<file path="config.mk">
export PLATFORM = sky130hd
export DESIGN_NAME = z2_bus_master
export DESIGN_NICKNAME = d
export VERILOG_FILES = /design/src/rtl/z2_bus_master.sv
export SDC_FILE = /design/constraint.sdc
export NUM_CORES = 1
export LEC_CHECK = 0
export ABC_AREA = 1
export BUFFER_PORTS_ARGS = -buffer_cell sky130_fd_sc_hd__buf_2
export CAP_MARGIN = 30
export CORE_ASPECT_RATIO = 0.9
export CORE_MARGIN = 2
export CORE_UTILIZATION = 45
export DETAILED_ROUTE_END_ITERATION = 7
export GPL_TIMING_DRIVEN = 0
export HOLD_SLACK_MARGIN = 0.08
export PLACE_DENSITY = 0.72
export SYNTH_ARGS = -nofsm -noshare
export SYNTH_HDL_FRONTEND = slang
export SYNTH_SLANG_ARGS = --single-unit
</file>
<file path="constraint.sdc">
create_clock -name MEMCLK -period 1.95 [get_ports MEMCLK]
set_input_delay 0.0975 -clock MEMCLK [delete_from_list [all_inputs] [get_ports MEMCLK]]
set_output_delay 0.0975 -clock MEMCLK [all_outputs]
set_load 0.01 [all_outputs]
</file>
<file path="src/rtl/z2_bus_master.sv">
// z2_bus_master: 68000/Zorro II bus initiator running single-word read/write cycles.
// Optional watchdog: define Z2M_TIMEOUT_EN to abort stalled cycles with rsp_err=2'b10.
module z2_bus_master #(
    parameter int unsigned ADDR_SETUP     = 2,
    parameter int unsigned WDATA_SETUP    = 2,
    parameter int unsigned RDATA_DELAY    = 3,
    parameter int unsigned TIMEOUT_CYCLES = 1023
) (
    input  logic        MEMCLK,
    input  logic        RESET_n,
    input  logic        req_valid,
    output logic        req_ready,
    input  logic [22:0] req_addr,
    input  logic        req_rw,
    input  logic [15:0] req_wdata,
    input  logic [1:0]  req_be,
    input  logic        req_lock,
    output logic        rsp_valid,
    output logic [15:0] rsp_rdata,
    output logic [1:0]  rsp_err,
    output logic        BR_n,
    input  logic        BG_n,
    input  logic        BGACK_n_in,
    output logic        BGACK_n_out,
    output logic        BGACK_OE,
    input  logic        AS_n_in,
    input  logic        DTACK_n,
    input  logic        BERR_n,
    output logic [22:0] ADDR_OUT,
    output logic [15:0] D_OUT,
    input  logic [15:0] D_IN,
    output logic        BUS_OE,
    output logic        D_OE,
    output logic        AS_n_out,
    output logic        UDS_n_out,
    output logic        LDS_n_out,
    output logic        RW_out
);

    typedef enum logic [3:0] {
        StIdle,
        StArb,
        StAddr,
        StStrobe,
        StWait,
        StRdDelay,
        StWrAck,
        StRelease,
        StHold,
        StDrop
    } state_t;

    state_t      state;
    logic [4:0]  sync1;
    logic [4:0]  sync2;
    logic        bg_s;
    logic        bgack_s;
    logic        as_s;
    logic        dtack_s;
    logic        berr_s;
    logic        lat_rw;
    logic [1:0]  lat_be;
    logic        lat_lock;
    logic        owned;
    logic [7:0]  cnt;
`ifdef Z2M_TIMEOUT_EN
    logic [9:0]  tmo;
`endif

    always_ff @(posedge MEMCLK or negedge RESET_n) begin
        if (!RESET_n) begin
            sync1 <= '1;
            sync2 <= '1;
        end else begin
            sync1 <= {BG_n, BGACK_n_in, AS_n_in, DTACK_n, BERR_n};
            sync2 <= sync1;
        end
    end

    assign {bg_s, bgack_s, as_s, dtack_s, berr_s} = sync2;

    always_ff @(posedge MEMCLK or negedge RESET_n) begin
        if (!RESET_n) begin
            state       <= StIdle;
            req_ready   <= 1'b0;
            rsp_valid   <= 1'b0;
            rsp_rdata   <= '0;
            rsp_err     <= 2'b00;
            BR_n        <= 1'b1;
            BGACK_n_out <= 1'b1;
            BGACK_OE    <= 1'b0;
            ADDR_OUT    <= '0;
            D_OUT       <= '0;
            BUS_OE      <= 1'b0;
            D_OE        <= 1'b0;
            AS_n_out    <= 1'b1;
            UDS_n_out   <= 1'b1;
            LDS_n_out   <= 1'b1;
            RW_out      <= 1'b1;
            lat_rw      <= 1'b1;
            lat_be      <= 2'b00;
            lat_lock    <= 1'b0;
            owned       <= 1'b0;
            cnt         <= '0;
`ifdef Z2M_TIMEOUT_EN
            tmo         <= '0;
`endif
        end else begin
            rsp_valid <= 1'b0;
            unique case (state)
                StIdle: begin
                    if (req_valid && req_ready) begin
                        req_ready <= 1'b0;
                        lat_rw    <= req_rw;
                        lat_be    <= req_be;
                        lat_lock  <= req_lock;
                        if (req_be == 2'b00) begin
                            rsp_valid <= 1'b1;
                            rsp_err   <= 2'b01;
                        end else begin
                            // Address/data only become visible once BUS_OE/D_OE are raised.
                            ADDR_OUT <= req_addr;
                            RW_out   <= req_rw;
                            if (!req_rw) begin
                                D_OUT <= req_wdata;
                            end
                            if (owned) begin
                                D_OE  <= ~req_rw;
                                cnt   <= '0;
                                state <= StAddr;
                            end else begin
                                BR_n  <= 1'b0;
                                state <= StArb;
                            end
                        end
                    end else begin
                        req_ready <= 1'b1;
                    end
                end
                StArb: begin
                    if (!bg_s && as_s && dtack_s && bgack_s) begin
                        BR_n        <= 1'b1;
                        BGACK_OE    <= 1'b1;
                        BGACK_n_out <= 1'b0;
                        owned       <= 1'b1;
                        BUS_OE      <= 1'b1;
                        D_OE        <= ~lat_rw;
                        cnt         <= '0;
                        state       <= StAddr;
                    end
                end
                StAddr: begin
                    if (cnt == 8'(ADDR_SETUP - 1)) begin
                        AS_n_out <= 1'b0;
                        if (lat_rw) begin
                            UDS_n_out <= ~lat_be[1];
                            LDS_n_out <= ~lat_be[0];
                        end
                        cnt   <= '0;
`ifdef Z2M_TIMEOUT_EN
                        tmo   <= '0;
`endif
                        state <= StStrobe;
                    end else begin
                        cnt <= cnt + 8'd1;
                    end
                end
                StStrobe: begin
                    if (lat_rw) begin
                        state <= StWait;
                    end else if (cnt == 8'(WDATA_SETUP - 1)) begin
                        UDS_n_out <= ~lat_be[1];
                        LDS_n_out <= ~lat_be[0];
                        state     <= StWait;
                    end else begin
                        cnt <= cnt + 8'd1;
                    end
                end
                StWait: begin
                    // BERR wins over a simultaneous DTACK.
                    if (!berr_s) begin
                        rsp_err <= 2'b01;
                        state   <= StRelease;
                    end else if (!dtack_s) begin
                        rsp_err <= 2'b00;
                        cnt     <= '0;
                        state   <= lat_rw ? StRdDelay : StWrAck;
`ifdef Z2M_TIMEOUT_EN
                    end else if (32'(tmo) + 32'd1 == TIMEOUT_CYCLES) begin
                        rsp_err   <= 2'b10;
                        rsp_rdata <= 16'hFFFF;
                        state     <= StRelease;
                    end else begin
                        tmo <= tmo + 10'd1;
`endif
                    end
                end
                StRdDelay: begin
                    if (cnt == 8'(RDATA_DELAY - 1)) begin
                        rsp_rdata <= D_IN;
                        state     <= StRelease;
                    end else begin
                        cnt <= cnt + 8'd1;
                    end
                end
                StWrAck: begin
                    state <= StRelease;
                end
                StRelease: begin
                    AS_n_out  <= 1'b1;
                    UDS_n_out <= 1'b1;
                    LDS_n_out <= 1'b1;
                    rsp_valid <= 1'b1;
                    state     <= StHold;
                end
                StHold: begin
                    // Write data stays driven one cycle past strobe negation.
                    D_OE <= 1'b0;
                    if (dtack_s && berr_s) begin
                        if (lat_lock) begin
                            state <= StIdle;
                        end else begin
                            BUS_OE      <= 1'b0;
                            BGACK_n_out <= 1'b1;
                            state       <= StDrop;
                        end
                    end
                end
                StDrop: begin
                    BGACK_OE <= 1'b0;
                    owned    <= 1'b0;
                    state    <= StIdle;
                end
                default: begin
                    state <= StIdle;
                end
            endcase
        end
    end

endmodule

</file>
* Yosys cells after proc, flatten, opt, wreduce, memory -nomap -nowiden
Index checks and enable logic that the tools add are counted.
** Word-level totals
- Register bits after elaboration :: 94
- Input port bits :: 67
- Output and inout port bits :: 68
- Word-level logic and storage cells :: 151
** Operators by class
- $add $sub $neg :: 1
- Equality and inequality tests :: 30
- Mux-type cells :: 64
- Bitwise operators :: 5
- Reduce and logical (&&, ||, !) cells :: 29
** Operator list (count)
- $mux W8 :: 10
- $pmux W8 S6 :: 1
- $mux W4 :: 11
- $pmux W4 S9 :: 1
- $ne A2 B2 Y1 const B :: 17
- $mux W1 :: 25
- $eq A4 B3 Y1 const B :: 4
- $reduce_and A5 Y1 :: 3
- $mux W2 :: 6
- $pmux W1 S2 :: 6
- $reduce_and A4 Y1 :: 3
- $reduce_and A10 Y1 :: 1
- $reduce_bool A2 Y1 :: 5
- $pmux W1 S3 :: 3
- $add A8 B1 Y8 const B :: 1
- $eq A4 B2 Y1 const B :: 2
- $eq A4 B4 Y1 const B :: 2
- $eq A8 B1 Y1 const B :: 1
- $eq A8 B2 Y1 const B :: 1
- $reduce_and A2 Y1 :: 4
- $reduce_and A8 Y1 :: 1
- $ne A3 B3 Y1 const B :: 2
- $reduce_bool A3 Y1 :: 2
- $reduce_bool A6 Y1 :: 1
- 8 further kinds :: 16

* Longest topological paths before layout
Gate-level depths: netlist of the first run.
- Depth after elaboration :: 6
- Mapped depth :: 11
- Mapped depth without buffers :: 11

* Worst setup path before layout of the first run
Ideal clock, no wire load.
- Path kind :: register -> register
- From :: register cnt[0]
- To :: register rsp_rdata[10]
- Library setup time :: 0.125 ns
- Arrival time :: 1.387 ns
- Data required time :: 1.825 ns
- Path slack :: 0.438 ns
- Cell stages (with the launch flop) :: 8
- Path buffers :: 1
- Path through :: dfrtp_1 -> inv_1 -> ha_1 -> nand3_1 -> nor2_1 -> nand2_2 -> buf_6 -> mux2_4
** Between the ends
- Cells in the longest elaborated chain, start to end :: 2
** Ends and longest elaborated chain
- from (decl) :: line 65 : logic [7:0] cnt;
- from (signal assigned) :: line 165 : cnt <= cnt + 8'd1;
- from (signal assigned) :: line 176 : cnt <= cnt + 8'd1;
- from (signal assigned) :: line 203 : cnt <= cnt + 8'd1;
- $eq A8 B2 Y1 :: line 199 : if (cnt == 8'(RDATA_DELAY - 1)) begin
- $reduce_and A2 Y1 (no line)
- to (signal assigned) :: line 87 : rsp_rdata <= '0;
- to (signal assigned) :: line 200 : rsp_rdata <= D_IN;
- to (decl) :: line 19 : output logic [15:0] rsp_rdata,
No other way between the ends.
A chain may end at the register's enable or synchronous reset.

* Final worst setup path of the first run
- From :: register state[0]
- To :: register D_OUT[12]
** Between the ends
- Cells in the longest elaborated chain, start to end :: 2
** Ends and longest elaborated chain
- from (decl) :: line 53 : state_t state;
- from (signal assigned) :: line 84 : state <= StIdle;
- from (signal assigned) :: line 130 : state <= StAddr;
- from (signal assigned) :: line 133 : state <= StArb;
- $logic_not A4 Y1 :: line 110 : unique case (state)
- $reduce_and A4 Y1 (no line)
- to (signal assigned) :: line 125 : D_OUT <= req_wdata;
- to (decl) :: line 30 : output logic [15:0] D_OUT,
No other way between the ends.

==> flow_summary.yaml, run 1 <==
finish:
  area_growth_pct: 40.8
  diodes: 0
  final_area_um2: 5960
  nets: 750
  drive_gt1_share_pct: 31.1
synth:
  synth_area_leaders: "dfrtp_1 (45%), nand2_1 (15%), dfstp_2 (11%), nand3_1 (6.3%), mux2_4 (3.5%)"
  synth-main-ff-cell: "dfrtp_1"
  synth_seq_cells: 93
  ys_seq_area_share_pct: 55.5
  synth.top_cells.by_count: "nand2_1 (170), dfrtp_1 (76), nand3_1 (53)"
  syn-cell-area_um2: 4230
  synth-edff-count: 0
  yosysTopAreaCellShare_pct: 44.9
  async_flop_share_pct: 100
  avgSynthCellArea_um2: 9.01
  syn_inst: 470
  syn_nets: 540
  yosysTopAreaCell: "dfrtp_1"
  yosys_warnings: 0
  synth.most_common_cell: "nand2_1"
  synth.distinct_cells: 31
timing:
  skew_ps: 10.7
  maxSlewViolCount: 0
  hold_viol: 0
  timing.fmax_mhz: 570
  tightest_slew_ps: 505
  fin_crit_sh_pct: 90.0
  fin_tns_setup_ps: 0
  fin_crit_ps: 1760
  relSlewSlack_pct: 66.3
  rsz0062_at_grt: "false"
  setup_viol: 0
clocking:
  clock_latency_ps: 360
  clock-sinks: 93
  clk_path_buf_depth: 2
  cts_tree: "yes"
  clkTransAtPathRegs_ps: 90
  root_buffer: "clkbuf_8"
  cts_buffers: 9
  htreeDepth: 3
global_route:
  grt_overflow_total: 0
  grt_usage_pct: 24.3
  grt_max_degree: 71
  grt_antenna_before_repair: 0
  grt_pass1_vias: 4087
  grt_pass1_wl_mm: 19.6
setup_path:
  rr_worst_depth: 9
  start_kind: "flop"
  end_kind: "flop"
  worst-setup-path-type: "reg2reg"
  required_ps: 2200
  cp_max_fo: 10
  critPathArrivalTime_ps: 2010
floorplanning:
  coreArea_um2: 9130
  die_area_um2: 10200
  rows: 33
  ios: 135
  die_y_um: 96.0
  start_util_pct: 46.4
  die_x_um: 106
power:
  powerDensity_nw_per_um2: 1370
  irDropWorstVdd_mv: 0.816
  p_leak_nw: 3.19
detailed_routing:
  avgRoutedWirePerCell_um: 14.3
  drc: 0
  routed_via_density: 4.97
  vias: 4010
  drt_first_pass_iters: 4
  antenna_left: 0
  drt-initial-drc-count: 181
  drt-total-wl_mm: 11.5
status:
  status: "complete, no violations"
placement:
  detailed_place_hpwl_mm: 7.52
  place_congestion: 0.878
  placed_area_um2: 5080
  io_buffers: 133
job:
  maxCapViolCount: 0
worst_hold_path:
  worstHoldPathType: "in2reg"
  holdPathStages: 4
-- kinds of logic after synthesis --
logic type      share of synthesized area [%]
simple gates                             27.5
flops                                    55.5
buf+inv                                  5.05
compound gates                           5.41
mux                                      5.14
fa+ha+maj                               0.887
xor+xnor                                0.414
other cells                            0.0886
-- per-layer routing --
layer,track usage [%],up-vias,wire length [µm]
met1,30.4,1880,4800
met3,4.94,35,750
li1,-,1927,-
met2,40.7,168,5540
met5,0,-,0
met4,12.0,0,401
-- worst max-delay path: stages, from the launching register on --
cell,delay (ps)
dfrtp_1,460
nor2_4,280
nand2_4,110
inv_2,90
nand2_4,90
clkinv_4,100
nand2_4,90
buf_2,200
o21ai_1,140
nand2_1,60
-- repair_timing --
| action | CTS | global route |
|---|---|---|
| resized for setup | 0 | 1 |
| setup endpoints to repair | 0 | 3 |
| hold buffers | 64 | 0 |
| hold endpoints to repair | 148 | 0 |
| buffers inserted | 0 | 1 |
-- cell type report --
type / count / area (µm²)
Buffer: 14 / 92.6
Clock buffer: 9 / 124
Timing Repair Buffer: 199 / 1360
Clock inverter: 7 / 96.3
Tap cell: 122 / 153
Fill cell: 763 / 3160
Sequential cell: 93 / 2350
Multi-Input combinational cell: 332 / 1670
Inverter: 31 / 121
-- where the power goes --
group          leakage, nW  internal [mW]  switching, mW
Sequential            1.13           2.71          0.470
Clock                0.104          0.727          0.709
Combinational         1.95           1.46           2.10
-- registers in the layout (all words and copies together) (netlist names), 2 cells and up --
| signal | count |
|---|---|
| lat_be | 2 |
| sync1 | 5 |
| D_OUT | 16 |
| cnt | 8 |
| ADDR_OUT | 23 |
| state | 4 |
| rsp_rdata | 16 |
| sync2 | 5 |
-- metrics by stage --
step	hold slack, ps	cells	power, mW	utilization (%)	worst slack (ps)
3_3_place_gp	205	725	6.44	55.4	-72.3
2_1_floorplan	-198	470	5.27	-	438
5_1_grt	162	807	8.81	65.4	1.32
3_5_place_dp	27.6	726	6.54	55.7	160
6_report	135	807	8.18	65.4	194
4_1_cts	131	806	8.07	65.1	139
-- final timing paths --
check | slack [ps] | to | startpoint
worst min-delay path | 140 | req_ready | req_valid
worst min register to register | 360 | sync2[1] | sync1[1]
min in group asynchronous | 180 | D_OUT[13] | RESET_n
worst max-delay path | 190 | D_OUT[12] | state[0]
max in group asynchronous | 1090 | LDS_n_out | RESET_n
worst max register to register | 190 | D_OUT[12] | state[0]
-- layout by cell type (no fill, tap or decap), types with 3 or more instances in the layout --
master	instances
nand2_1	170
buf_2	137
dfrtp_1	76
dlygate4sd3_1	64
nand3_1	53
inv_1	25
nor2_1	22
o21ai_0	20
dfstp_2	17
o21ai_1	12
mux2_4	10
a21oi_1	9
clkbuf_8	9
mux2_2	6
nor2_4	4
buf_4	4
nand2_4	4
inv_2	4
nand2_2	4
nor3_1	4
nand4_1	3
clkbuf_1	3
buf_6	3
ha_1	3
Note: power is estimated with default switching activity, not from simulation.
==> run 2: changes to the inputs <==
Settings changed: CORE_UTILIZATION 45 to 51, PLACE_DENSITY 0.72 to 0.8.
==> run 2 against run 1 <==
Effect of this change:
- clock skew rose by 6.1 ps
- flip-flop and latch count did not move
- largest cell class unchanged
- worst setup slack improved by 13 ps
- sequential power barely moved
- combinational power rose by 3%
- critical path type unchanged
- clock power fell by 10%
- clock-buffer cell count rose by 4
- core utilization rose by 8.1 points
- non-clock buffer count rose by 3
- critical endpoint is now cnt[0]
- via count rose by 2.7%
==> flow_summary.yaml, run 2 (same netlist as run 1, synthesis figures left out) <==
status:
  status: "complete, no violations"
global_route:
  grt_usage_pct: 27.9
  grt_overflow_total: 0
  grt_antenna_before_repair: 0
  grt_pass1_vias: 4244
  grt_max_degree: 59
  grt_pass1_wl_mm: 20.0
detailed_routing:
  drt_first_pass_iters: 5
  drt-total-wl_mm: 12.0
  antenna_left: 0
  avgRoutedWirePerCell_um: 15.2
  drc: 0
  drt-initial-drc-count: 184
  routed_via_density: 5.23
  vias: 4119
finish:
  n_fill_cell: 585
  nets: 753
  final_area_um2: 5930
  area_growth_pct: 40.0
  largestRegisters: "ADDR_OUT: 23 flops, D_OUT: 16 flops, rsp_rdata: 16 flops"
  final_common_cell: "nand2_1"
  multi_input_area_um2: 1680
  diodes: 0
  largest_reg_flops: 23
  regMostFlops: "ADDR_OUT"
  ff_latch_area_um2: 2350
  final_cell_mix: "nand2_1 (170), buf_2 (137), dfrtp_1 (76)"
  drive_gt1_share_pct: 31.4
timing:
  hold_viol: 0
  skew_ps: 16.8
  maxSlewViolCount: 0
  setup_viol: 0
  fin_crit_ps: 1740
  fin_crit_sh_pct: 89.4
  rsz0062_at_grt: "false"
  timing.fmax_mhz: 574
  fin_hold_ws_ps: 152
  postLayoutSetupSlackWorst_ps: 207
clocking:
  root_buffer: "clkbuf_8"
  clkTransAtPathRegs_ps: 90
  clk_path_buf_depth: 2
  cts_buffers: 9
  cts_tree: "yes"
  clock_latency_ps: 360
  htreeDepth: 3
  clock-sinks: 93
setup_path:
  crit_buf_inv: 2
  critPathArrivalTime_ps: 2030
  cp_max_fo: 8
  critPathTopFamily: "simple AND/OR/NAND/NOR gates"
  critPathSlowestCell: "dfrtp_1"
  start_kind: "flop"
  end_kind: "flop"
  worst-setup-path-type: "reg2reg"
  crit_chain: "inv_1 > ha_1 > nand3_1 > nor2_1 > nand2_2 > nand2_1 > nor2_4 > buf_4 > nand3_1 > nand2_1"
  required_ps: 2240
  slowest_delay_ps: 460
power:
  p_leak_nw: 3.19
  powerDensity_nw_per_um2: 1380
  power_mw: 8.15
  irDropWorstVdd_mv: 0.705
floorplanning:
  start_util_pct: 52.5
  ios: 135
  rows: 31
  die_x_um: 100
  coreArea_um2: 8070
  die_area_um2: 9050
  die_y_um: 90.4
placement:
  io_buffers: 133
  dpl_worst_slack_ps: 173
  detailed_place_hpwl_mm: 7.66
  place_congestion: 0.893
  placed_area_um2: 5050
job:
  maxCapViolCount: 0
worst_hold_path:
  worstHoldPathType: "in2reg"
## run 2: power by group
part / internal (mW) / total [mW] / switching [mW] / leakage [nW]
registers: 2.72 / 3.20 / 0.480 / 1.13
logic: 1.49 / 3.66 / 2.18 / 1.96
clock network: 0.633 / 1.29 / 0.659 / 0.0938
## run 2: what timing repair did
| action | CTS | global route |
|---|---|---|
| resized for setup | 0 | 2 |
| buffers inserted | 0 | 4 |
| hold endpoints to repair | 98 | 0 |
| hold buffers | 64 | 0 |
| endpoints found under the setup margin | 0 | 9 |
## run 2: worst min-delay path, delay by kind of cell
family | cells | cell delay, ps
buffers and inverters | 2 | 300
AOI/OAI and AO/OA | 1 | 100
## run 2: worst paths after layout
path                            startpoint  endpoint  slack, ps  cells past startpoint
worst max-delay path                cnt[0]    cnt[0]        210                     10
worst max register to register      cnt[0]    cnt[0]        210                     10
min in group asynchronous          RESET_n    BUS_OE        240                      2
worst min register to register    sync1[1]  sync2[1]        350                      0
worst min-delay path                req_rw    lat_rw        150                      3
max in group asynchronous          RESET_n    RW_out       1030                      3
## run 2: metrics by stage
stage / instances / util, % / setup TNS (ps)
after floorplan: 470 / - / 0
after global placement: 702 / 62.3 / -426
after detailed placement: 703 / 62.6 / 0
after CTS: 783 / 73.0 / 0
after global routing: 787 / 73.4 / 0
final: 787 / 73.4 / 0
## run 2: metal layers
layer | vias to the layer above | share of wire (%) | GRT usage, %
li1 | 1939 | - | -
met1 | 1978 | 40 | 34.3
met2 | 167 | 51 | 48.5
met3 | 35 | 6.1 | 5.73
met4 | 0 | 2.9 | 10.2
met5 | - | 0 | 0
## run 2: cell type report
type	instances	area share, %
buffer	14	1.56
clock buffer	13	2.51
clock inverter	3	0.781
inverter	31	2.05
multi-input combinational	332	28.3
sequential	93	39.6
tap	99	2.09
timing repair buffer	202	23.1
==> run 3: changes to the inputs <==
Settings changed: CORE_UTILIZATION 51 to 55, PLACE_DENSITY 0.8 to 0.85.
Clock period 1.95 ns to 2.1 ns, I/O delays scaled along.
==> run 3 against run 2 <==
Effect of this change:
- global-route usage up 9.3 points
- clock-buffer cell count decreased by 4
- wire length up 23%
- first-iteration DRC count rose by 74%
- maximum frequency down 7.0%
- hold slack got worse by 25 ps
- die area is 7.0% lower
- sequential power decreased by 5%
- cell count down 0.89%
- largest power group unchanged
==> flow_summary.yaml, run 3 (same netlist as run 1, synthesis figures left out) <==
status:
  status: "complete, no violations"
timing:
  fin_crit_sh_pct: 89.2
  fin_tns_setup_ps: 0
  tightest_slew_ps: 566
  setup_viol: 0
  hold_viol: 0
  fin_hold_ws_ps: 128
  maxSlewViolCount: 0
  timing.fmax_mhz: 534
  postLayoutSetupSlackWorst_ps: 226
  fin_crit_ps: 1870
  rsz0062_at_grt: "false"
  relSlewSlack_pct: 62.3
  skew_ps: 22.6
setup_path:
  crit_chain: "nor2_4 > nand2_4 > inv_2 > nand2_4 > clkinv_4 > nand2_4 > buf_6 > o21ai_0 > nand2_1"
  cp_max_fo: 10
  crit_end: "D_OUT[2]"
  slowest_delay_ps: 460
  cp.depth: 9
  r2r_end: "D_OUT[2]"
  end_kind: "flop"
  worst-setup-path-type: "reg2reg"
  r2r_slack_ps: 230
  crit_buf_inv: 3
  start_kind: "flop"
  startpoint: "state[0]"
  rr_worst_depth: 9
  critPathArrivalTime_ps: 2130
  critPathSlowestCell: "dfrtp_1"
  required_ps: 2360
  critPathTopFamily: "simple AND/OR/NAND/NOR gates"
  crit_top_cell: "nand2_4"
  reg2reg_from: "state[0]"
finish:
  diodes: 0
  final_area_um2: 5870
  regMostFlops: "ADDR_OUT"
  nets: 749
  multi_input_area_um2: 1670
  largestRegisters: "ADDR_OUT: 23 flops, D_OUT: 16 flops, rsp_rdata: 16 flops"
  n_fill_cell: 456
  ff_latch_area_um2: 2350
  final_common_cell: "nand2_1"
  area_growth_pct: 38.7
  largest_reg_flops: 23
  instances_no_fill: 780
  post-route-util_pct: 78.2
  final_cell_mix: "nand2_1 (170), buf_2 (137), dfrtp_1 (76)"
  drive_gt1_share_pct: 31.1
placement:
  place_congestion: 0.860
  detailed_place_hpwl_mm: 7.77
  io_buffers: 133
  place_inst: 700
  placed_area_um2: 5050
  dpl_worst_slack_ps: 348
clocking:
  clk_path_buf_depth: 2
  root_buffer: "clkbuf_8"
  clock-sinks: 93
  ctsResizeCount: 0
  clkTransAtPathRegs_ps: 100
  clock_latency_ps: 380
  cts_tree: "yes"
  cts_buffers: 9
  htreeDepth: 3
floorplanning:
  die_x_um: 96.5
  rows: 30
  die_area_um2: 8420
  start_util_pct: 56.4
  ios: 135
  coreArea_um2: 7510
  die_y_um: 87.2
detailed_routing:
  drt-total-wl_mm: 14.7
  drc: 0
  drt_first_pass_iters: 6
  vias: 4433
  antenna_left: 0
  drt-initial-drc-count: 321
  routed_via_density: 5.68
  avgRoutedWirePerCell_um: 18.9
power:
  p_leak_nw: 3.17
  irDropWorstVdd_mv: 0.781
  powerDensity_nw_per_um2: 1310
  power_mw: 7.67
global_route:
  grt_max_degree: 61
  grt_overflow_total: 0
  grt_pass1_wl_mm: 23.2
  grt_pass1_vias: 4481
  grt_antenna_before_repair: 0
  grt_usage_pct: 37.2
job:
  maxCapViolCount: 0
worst_hold_path:
  worstHoldPathType: "in2reg"
-- run 3: changes by cell type in the layout (fill, tap and decap cells not counted), sizes merged --
cell | previous run | this run
buf | 149 | 145
clkbuf | 16 | 12
inv | 29 | 32
clkinv | 3 | 5
bufinv | 1 | 0
-- run 3: worst min path at each step --
| stage | depth (start not counted) | slack [ps] | start | to |
|---|---|---|---|---|
| 4_1_cts | 4 | 130 | req_valid | req_ready |
| 6_report | 4 | 130 | req_valid | req_ready |
| 5_1_grt | 4 | 160 | req_valid | req_ready |
| 3_5_place_dp | 1 | 90 | RESET_n | BUS_OE |
| 2_1_floorplan | 0 | -190 | RESET_n | ADDR_OUT[0] |
| 3_3_place_gp | 1 | 210 | BERR_n | sync1[0] |
-- run 3: layout make-up --
type	instances	share of cell area (%)
Buffer	14	1.58
Clock buffer	9	2.11
Clock inverter	7	0.980
Inverter	31	2.07
Multi-Input combinational cell	332	28.5
Sequential cell	93	40.0
Tap cell	96	2.05
Timing Repair Buffer	198	22.8
-- run 3: tightest hold or removal path: cells and delay by family --
family        cells  cell delay (ps)
simple gates      3              280
buf+inv           1               70
-- run 3: layer usage --
metal  part of all wire [%]  global-route usage (%)  vias up
met2                     48                    60.3      345
met5                      0                       0        -
li1                       -                       -     1928
met4                    5.4                    20.1        0
met1                     37                    45.5     2065
met3                     10                    9.87       95
-- run 3: repair_timing --
item,CTS,global route
setup buffers,0,0
hold buffers,64,0
endpoints found under the hold margin,96,0
-- run 3: power breakdown --
group	switching (mW)	internal (mW)	leakage, nW
sequential	0.527	2.52	1.13
clock	0.723	0.450	0.0934
combinational	2.15	1.29	1.94
